## config.mk

```make
export PLATFORM = sky130hd
export DESIGN_NAME = fb_line_fetch
export DESIGN_NICKNAME = d
export VERILOG_FILES = /design/src/rtl/fb_line_fetch_pkg.sv /design/src/rtl/fb_line_fetch.sv
export SDC_FILE = /design/constraint.sdc
export NUM_CORES = 1
export LEC_CHECK = 0
export ABC_AREA = 1
export ABC_CLOCK_PERIOD_IN_PS = 2400
export BUFFER_PORTS_ARGS = -buffer_cell sky130_fd_sc_hd__clkbuf_2
export CORE_MARGIN = 10
export CORE_UTILIZATION = 59
export CTS_CLUSTER_SIZE = 25
export DETAILED_ROUTE_END_ITERATION = 12
export GPL_ROUTABILITY_DRIVEN = 0
export PLACE_DENSITY = 0.85
export SLEW_MARGIN = 0
export SYNTH_ARGS = -nofsm -noshare
export SYNTH_HDL_FRONTEND = slang
export SYNTH_SLANG_ARGS = --single-unit
```

## constraint.sdc

```tcl
create_clock -name clk -period 2.4 [get_ports clk]
set_input_delay 0.36 -clock clk [delete_from_list [all_inputs] [get_ports clk]]
set_output_delay 0.36 -clock clk [all_outputs]
set_load 0.05 [all_outputs]
```

## src/rtl/fb_line_fetch_pkg.sv

```systemverilog
`default_nettype none
// ============================================================================
// Module      : fb_line_fetch_pkg
// Description : Constants shared by the framebuffer line fetcher.
// Revision    : 1.0 - initial release
// ============================================================================
package fb_line_fetch_pkg;

  // Framebuffer words pack three colour channels as {ch2, ch1, ch0}.
  localparam int FB_CHANNELS = 3;

endpackage
`default_nettype wire

```

## src/rtl/fb_line_fetch.sv

```systemverilog
`default_nettype none
// ============================================================================
// Module      : fb_line_fetch
// Description : Reads one framebuffer line per linebuffer request, delays the
//               read enable by the BRAM latency to form the linebuffer write
//               enable, and walks through the frame line by line with wrap.
// Revision    : 1.0 - initial release
// ============================================================================
module fb_line_fetch
  import fb_line_fetch_pkg::*;
#(
  parameter int WIDTH = 8,
  parameter int LEN   = 160,
  parameter int LINES = 120,
  parameter int LAT   = 1,
  parameter int ADDRW = $clog2(LEN * LINES)
) (
  input  logic                         clk,
  input  logic                         rst_n,
  input  logic                         frame_start,
  input  logic                         data_req,
  output logic                         fb_en,
  output logic [ADDRW-1:0]             fb_addr,
  input  logic [FB_CHANNELS*WIDTH-1:0] fb_data,
  output logic                         line_en,
  output logic [WIDTH-1:0]             din_0,
  output logic [WIDTH-1:0]             din_1,
  output logic [WIDTH-1:0]             din_2,
  output logic                         busy,
  output logic                         overrun
);

  localparam int c_xw = (LEN > 1) ? $clog2(LEN) : 1;
  localparam int c_lw = (LINES > 1) ? $clog2(LINES) : 1;

  localparam logic [c_xw-1:0]  c_x_last     = c_xw'(LEN - 1);
  localparam logic [c_xw-1:0]  c_drain_last = c_xw'(LAT - 1);
  localparam logic [c_xw-1:0]  c_x_one      = c_xw'(1);
  localparam logic [c_lw-1:0]  c_line_last  = c_lw'(LINES - 1);
  localparam logic [c_lw-1:0]  c_line_one   = c_lw'(1);
  localparam logic [ADDRW-1:0] c_len        = ADDRW'(LEN);
  localparam logic [ADDRW-1:0] c_addr_one   = ADDRW'(1);

  typedef enum logic [1:0] {
    IDLE  = 2'd0,
    FETCH = 2'd1,
    DRAIN = 2'd2
  } fetch_state_t;

  fetch_state_t     r_state;
  fetch_state_t     w_next_state;
  logic [c_xw-1:0]  r_x;
  logic [c_lw-1:0]  r_line_cnt;
  logic [ADDRW-1:0] r_line_base;
  logic [ADDRW-1:0] r_fetch_base;
  logic [ADDRW-1:0] r_addr;
  logic             r_skip;
  logic             r_overrun;
  logic [LAT-1:0]   r_dly;
  logic             w_busy;
  logic             w_done;
  logic [ADDRW-1:0] w_start_base;

  assign w_busy = (r_state != IDLE);
  // Normal completion: last drain cycle with no abort arriving on top of it.
  assign w_done = (r_state == DRAIN) && !data_req && (r_x == c_drain_last);
  // A frame_start in the same cycle forces line 0; a restart re-reads the
  // line that was being fetched, a fresh start reads the current line.
  assign w_start_base = frame_start     ? '0 :
                        (r_state == IDLE) ? r_line_base : r_fetch_base;

  // State register.
  always_ff @(posedge clk) begin
    if (!rst_n) r_state <= IDLE;
    else        r_state <= w_next_state;
  end

  // Next-state logic: any request restarts FETCH, otherwise count through.
  always_comb begin
    w_next_state = r_state;
    case (r_state)
      IDLE:    if (data_req) w_next_state = FETCH;
      FETCH:   if (data_req) w_next_state = FETCH;
               else if (r_x == c_x_last) w_next_state = DRAIN;
      DRAIN:   if (data_req) w_next_state = FETCH;
               else if (r_x == c_drain_last) w_next_state = IDLE;
      default: w_next_state = IDLE;
    endcase
  end

  // Output decode: reads are issued only in FETCH, address held at 0 otherwise.
  always_comb begin
    fb_en   = (r_state == FETCH);
    fb_addr = (r_state == FETCH) ? r_addr : '0;
    busy    = w_busy;
    overrun = r_overrun;
    line_en = r_dly[LAT-1];
    din_0   = fb_data[WIDTH-1:0];
    din_1   = fb_data[2*WIDTH-1:WIDTH];
    din_2   = fb_data[3*WIDTH-1:2*WIDTH];
  end

  // Pixel / drain counter and running read address.
  always_ff @(posedge clk) begin
    if (!rst_n) begin
      r_x          <= '0;
      r_addr       <= '0;
      r_fetch_base <= '0;
    end else begin
      if (data_req) begin
        r_x          <= '0;
        r_addr       <= w_start_base;
        r_fetch_base <= w_start_base;
      end else if (r_state == FETCH) begin
        r_x    <= (r_x == c_x_last) ? '0 : r_x + c_x_one;
        r_addr <= r_addr + c_addr_one;
      end else if (r_state == DRAIN) begin
        r_x <= (r_x == c_drain_last) ? '0 : r_x + c_x_one;
      end
    end
  end

  // Line tracking: frame_start rewinds, a clean completion advances or wraps.
  always_ff @(posedge clk) begin
    if (!rst_n) begin
      r_line_cnt  <= '0;
      r_line_base <= '0;
    end else if (frame_start) begin
      r_line_cnt  <= '0;
      r_line_base <= '0;
    end else if (w_done && !r_skip) begin
      if (r_line_cnt == c_line_last) begin
        r_line_cnt  <= '0;
        r_line_base <= '0;
      end else begin
        r_line_cnt  <= r_line_cnt + c_line_one;
        r_line_base <= r_line_base + c_len;
      end
    end
  end

  // A fetch overtaken by frame_start must not advance the rewound counters.
  always_ff @(posedge clk) begin
    if (!rst_n) begin
      r_skip <= 1'b0;
    end else if (data_req) begin
      r_skip <= w_busy && !frame_start && r_skip;
    end else if (frame_start && w_busy) begin
      r_skip <= 1'b1;
    end else if (w_done) begin
      r_skip <= 1'b0;
    end
  end

  // Sticky overrun: a request landed while a fetch was still in flight.
  always_ff @(posedge clk) begin
    if (!rst_n)                r_overrun <= 1'b0;
    else if (data_req && w_busy) r_overrun <= 1'b1;
  end

  // Read-latency delay line turning fb_en into the linebuffer write enable.
  generate
    if (LAT == 1) begin : g_lat1
      always_ff @(posedge clk) begin
        if (!rst_n) r_dly <= '0;
        else        r_dly <= fb_en;
      end
    end else begin : g_latn
      always_ff @(posedge clk) begin
        if (!rst_n) r_dly <= '0;
        else        r_dly <= {r_dly[LAT-2:0], fb_en};
      end
    end
  endgenerate

endmodule
`default_nettype wire

```

==> results of run 1 <==
==> cell usage after synthesis (all sizes together) (3+ instances only) <==
cell / number / area share, %
a31oi: 7 / 1.3
a21oi: 37 / 5.4
ha: 9 / 3.3
nor3: 9 / 1.5
o22ai: 6 / 1.1
o21ai: 39 / 6.1
o21bai: 3 / 0.66
xor2: 4 / 1.0
nand2: 102 / 11
nand4: 16 / 2.9
xnor2: 3 / 0.77
dfxtp: 60 / 35
buf: 31 / 6.7
inv: 71 / 7.8
nand3: 28 / 4.4
nor3b: 3 / 0.80
clkbuf: 8 / 0.87
nor2: 51 / 7.1
==> cell families after synthesis <==
family          Yosys count
simple gates            212
buf+inv                 112
xor+xnor                  7
fa+ha+maj                 9
flops                    60
mux                       1
compound gates           96
==> worst max-delay path: stages, from the launching register on <==
cell,delay (ps)
dfxtp_1,320
inv_1,100
ha_1,410
clkinv_1,180
buf_4,230
clkbuf_2,250
==> per-stage QoR <==
step / std cells / utilization [%] / hold slack [ps]
2_1_floorplan: 497 / - / 423.1
3_3_place_gp: 555 / 61.12 / 433.7
3_5_place_dp: 555 / 61.12 / 444.5
4_1_cts: 568 / 63.61 / 321.5
5_1_grt: 568 / 63.61 / 362.8
6_report: 568 / 63.61 / 324.0
==> worst paths after layout <==
kind | start | to | slack (ps) | cells past startpoint
hold reg to reg | r_fetch_base[13] | r_fetch_base[13] | 460 | 2
setup / recovery | r_state[0] | busy | 210 | 5
setup reg to reg | r_state[0] | r_addr[14] | 510 | 9
hold / removal | frame_start | r_skip | 320 | 3
==> state kept, by name, indices dropped and copies added (netlist names) <==
register      cells
r_fetch_base     15
r_line_base      10
r_line_cnt        7
r_x               8
line_en           1
overrun           1
r_skip            1
r_addr           15
r_state           2
==> cell type report <==
cell class	instances	area [µm²]
fill	505	2028
multi-input combinational	325	1695
sequential	60	1201
inverter	73	275.3
timing repair buffer	25	145.1
clock buffer	13	138.9
tap	72	90.09
==> where the power goes <==
| part | switching, µW | leakage, µW | internal (µW) |
|---|---|---|---|
| combinational | 327 | 0.000928 | 128 |
| sequential | 42.1 | 0.000486 | 1040 |
| clock | 361 | 0.0000694 | 359 |
| total | 729 | 0.00148 | 1530 |
==> metal layers <==
layer  part of all wire [%]  wire length [µm]
met1                     43              3322
met5                      0                 0
met2                     46              3551
met4                    2.7               206
met3                    7.6               586
==> impl_metrics.csv, run 1 <==
group,metric,value,unit
place,dp_slack,504.3,ps
clocking,cts_root_buf,"clkbuf_8",
final_layout,diodes,0,
clocking,cts_setup_buffers,0,
synthesis,synth.area.mux_share,0.2917,%
final_layout,drive_gt1_share,11.09,%
timing,rsz0062_at_grt,"no",
place,io_buffers,22,
grt,grt_usage,17.31,%
synthesis,synthXorXnorAreaFrac,1.786,%
status,status,"complete, no violations",
drt,drt_pass1_iterations,5,
floorplan,io_pins,71,
timing,slew_violations,0,
final_layout,layout_common_cells,"nand2_1, inv_1, dfxtp_1, nor2_1",
timing,fmaxAchievable,456.3,MHz
setup_path,worstPathArrival,1830,ps
final_layout,final_cell_area,0.003546,mm²
timing,setup_viol,0,
min_path,hold_class,"in -> reg",
timing,skew,6.408,ps
place,dpl.hpwl,5635,µm
drt,avgViaCountPerCell,5.553,
clocking,clock_latency,340,ps
timing,worst_pin_slew,524.3,ps
grt,gr-total-overflow,0,
setup_path,crit_type,"reg -> out",
timing,finalSetupTns,0,ps
clocking,cts_tree,"done",
setup_path,critPathRequiredTime,2040,ps
synthesis,ys_seq_elements,60,
grt,grt-busiest-layer,"met2",
floorplan,rows,27,
floorplan,dieArea,0.009268,mm²
synthesis,yosys.area_share.adder,3.281,%
synthesis,synthArstFlopShare,0,%
floorplan,chipWidth,96.27,µm
grt,grt_pass1_vias,2875,
drt,antenna_left,0,
power_and_ir_drop,power_density,636.7,mW/mm²
timing,finalWorstPathRequiredPeriod,2191,ps
synthesis,synth_compound_area_share,15.46,%
timing,hold_violations,0,
clocking,ctsHoldBuffers,0,
drt,drt-total-wl,7667,µm
timing,finalCritPeriodShare,91.31,%
power_and_ir_drop,finalPower,2258,µW
grt,grt_util_met1,20.02,%
final_layout,mostFrequentLayoutCell,"nand2_1",
synthesis,synth_fp_nets,534,
setup_path,crit_fanout,17,
drt,via_count,3154,
clocking,cts_buffer_depth,2,
grt,met2_usage,28.03,%
synthesis,synth_top_family_by_area,"simple AND/OR/NAND/NOR gates",
clocking,cts_sinks,60,
synthesis,synthSimpleGateAreaFrac,28.58,%
synthesis,yosysWarnings,0,
synthesis,synth_edf_count,0,
synthesis,synth.avg_cell_area,6.906,µm²
floorplan,core,0.005574,mm²
setup_path,crit_path_end_kind,"primary output",
drt,drc,0,
final_layout,nets,531,
clocking,clk_pin_slew_worst_paths,60,ps
synthesis,syn_area,0.003432,mm²
power_and_ir_drop,p_leak,0.001484,µW
place,dpl-instance-area,0.003407,mm²
power_and_ir_drop,vdd_drop_max,591.0,µV
final_layout,syn2layout_area_growth,3.318,%
grt,antenna_found_initial,0,
synthesis,synth_top_flop_cell,"dfxtp_1",
grt,use_met3,4.591,%
drt,drt_iter0_drc,216,
synthesis,synth.distinct_cells,40,
grt,grt_pass1_wl,12870,µm
floorplan,fp.dieH,96.27,µm
flow_run,drv_cap,0,
synthesis,yosysSeqAreaShare,35.00,%
clocking,htreeDepth,3,
setup_path,startpoint_type,"flop",
clocking,numCtsBuffers,9,
floorplan,initial_core_util,61.57,%
timing,relSlewSlack,65.01,%
clocking,cts-resized-gates,0,
timing,finalWorstSetupSlack,208.6,ps
grt,grt_max_degree,22,
synthesis,syn_inst,497,
drt,wire_per_inst,13.50,µm
Note: power is estimated with default switching activity, not from simulation.
==> run 2, diff against run 1 <==
- CORE_MARGIN: 10 -> unset
==> run 2 against run 1 <==
Cell area rose by 2.8%. Critical endpoint unchanged. Die area fell by 34%. Largest power group unchanged. Non-clock buffer count rose by 2. Highest routed layer unchanged.
==> impl_metrics.csv, run 2 (synthesized netlist as in run 1, its figures left out) <==
group,metric,value,unit
clocking,cts_root_buf,"clkbuf_8",
status,status,"complete, no violations",
min_path,hold_class,"in -> reg",
final_layout,top_regs,"r_addr x15, r_fetch_base x15, r_line_base x10",
flow_run,drv_cap,0,
grt,grt_pass1_wl,12650,µm
final_layout,final_cells,573,
clocking,cts_tree,"done",
power_and_ir_drop,switching_share,29.53,%
floorplan,initial_core_util,61.95,%
timing,rsz0062_at_grt,"no",
final_layout,layout_common_cells,"nand2_1, inv_1, dfxtp_1, nor2_1",
timing,finalWorstPathRequiredPeriod,2164,ps
power_and_ir_drop,power.switching,767.5,µW
drt,drt_pass1_iterations,5,
place,io_buffers,22,
power_and_ir_drop,p_seq_share,41.7,%
drt,antenna_left,0,
timing,worst_pin_slew,562.0,ps
final_layout,diodes,0,
timing,skew,11.54,ps
power_and_ir_drop,combPwrFrac,17.5,%
clocking,htreeDepth,3,
drt,drt_iter0_drc,294,
clocking,cts_setup_buffers,0,
power_and_ir_drop,clkPwrFrac,40.8,%
place,dp.cells,557,
floorplan,core,0.005540,mm²
grt,gr-total-overflow,0,
grt,antenna_found_initial,0,
timing,relSlewSlack,62.49,%
floorplan,rows,27,
drt,via_count,3151,
setup_path,startpoint_type,"flop",
drt,wire_per_inst,13.46,µm
final_layout,nets,533,
grt,grt_usage,26.66,%
clocking,cts_sinks,60,
clocking,clock_latency,350,ps
power_and_ir_drop,p_int,1832,µW
drt,avgViaCountPerCell,5.499,
clocking,ctsHoldBuffers,0,
floorplan,chipWidth,78.27,µm
grt,grt_pass1_vias,2753,
final_layout,mostFrequentLayoutCell,"nand2_1",
power_and_ir_drop,power_density,713.1,mW/mm²
timing,setup_viol,0,
clocking,numCtsBuffers,9,
power_and_ir_drop,p_leak,0.001543,µW
floorplan,dieArea,0.006126,mm²
final_layout,drive_gt1_share,12.77,%
power_and_ir_drop,vdd_drop_max,499.3,µV
final_layout,final_cell_area,0.003645,mm²
setup_path,crit_path_end_kind,"primary output",
clocking,cts-resized-gates,0,
place,dpl-instance-area,0.003410,mm²
setup_path,crit_fanout,12,
timing,fmaxAchievable,462.1,MHz
floorplan,fp.dieH,78.27,µm
place,dpl.hpwl,5512,µm
timing,finalCritPeriodShare,90.16,%
timing,finalSetupTns,0,ps
final_layout,syn2layout_area_growth,6.198,%
floorplan,io_pins,71,
drt,drc,0,
drt,drt-total-wl,7713,µm
timing,slew_violations,0,
grt,grt_max_degree,22,
setup_path,crit_type,"reg -> out",
timing,hold_violations,0,
setup_path,worstPathArrival,1800,ps
setup_path,critPathRequiredTime,2040,ps
clocking,cts_buffer_depth,2,
final_layout,final_core_util,65.79,%
clocking,clk_pin_slew_worst_paths,60,ps
[run 2: critical path, cell delays in order (launching register included)]
cell,delay (ps)
dfxtp_1,320
inv_1,110
ha_1,460
clkinv_1,160
buf_4,180
clkbuf_2,230
[run 2: worst paths after layout]
path                                      start         endpoint  slack, ps  cells after the start
worst min register to register  r_fetch_base[0]  r_fetch_base[0]        460                      2
worst max register to register       r_state[0]       r_addr[14]        460                      9
worst min-delay path                frame_start           r_skip        340                      3
worst max-delay path                 r_state[0]             busy        240                      5
[run 2: routing by layer]
metal	routed length, µm	track usage (%)	up-vias
met2	3728	44.65	93
met1	3396	30.70	1438
met4	232	16.67	0
li1	-	-	1591
met3	355	6.047	29
met5	0	0	-
[run 2: metrics by stage]
stage	setup WS (ps)	hold WS (ps)	power [µW]
6_report	236.1	335.1	2599
3_3_place_gp	634.4	436.6	1541
5_1_grt	70.05	346.5	2712
3_5_place_dp	563.2	442.0	1552
4_1_cts	238.2	326.9	2604
2_1_floorplan	134.1	423.1	1550
[run 2: final cells by class]
class                   instances  area [µm²]
clock buffers                  12       165.2
clock inverters                 4       70.07
fillers                       477        1896
inverters                      73       275.3
multi-input cells             325        1695
flip-flops and latches         60        1201
well taps                      72       90.09
repair buffers                 27       147.6
[run 2: power by group through the flow]
stage | Clock [µW] | Combinational (µW) | Sequential [µW]
detailed placement | 0 | 448 | 1100
global route | 1120 | 503 | 1090
global placement | 0 | 440 | 1100
floorplan | 0 | 443 | 1110
CTS | 1070 | 453 | 1080
finish | 1060 | 455 | 1080
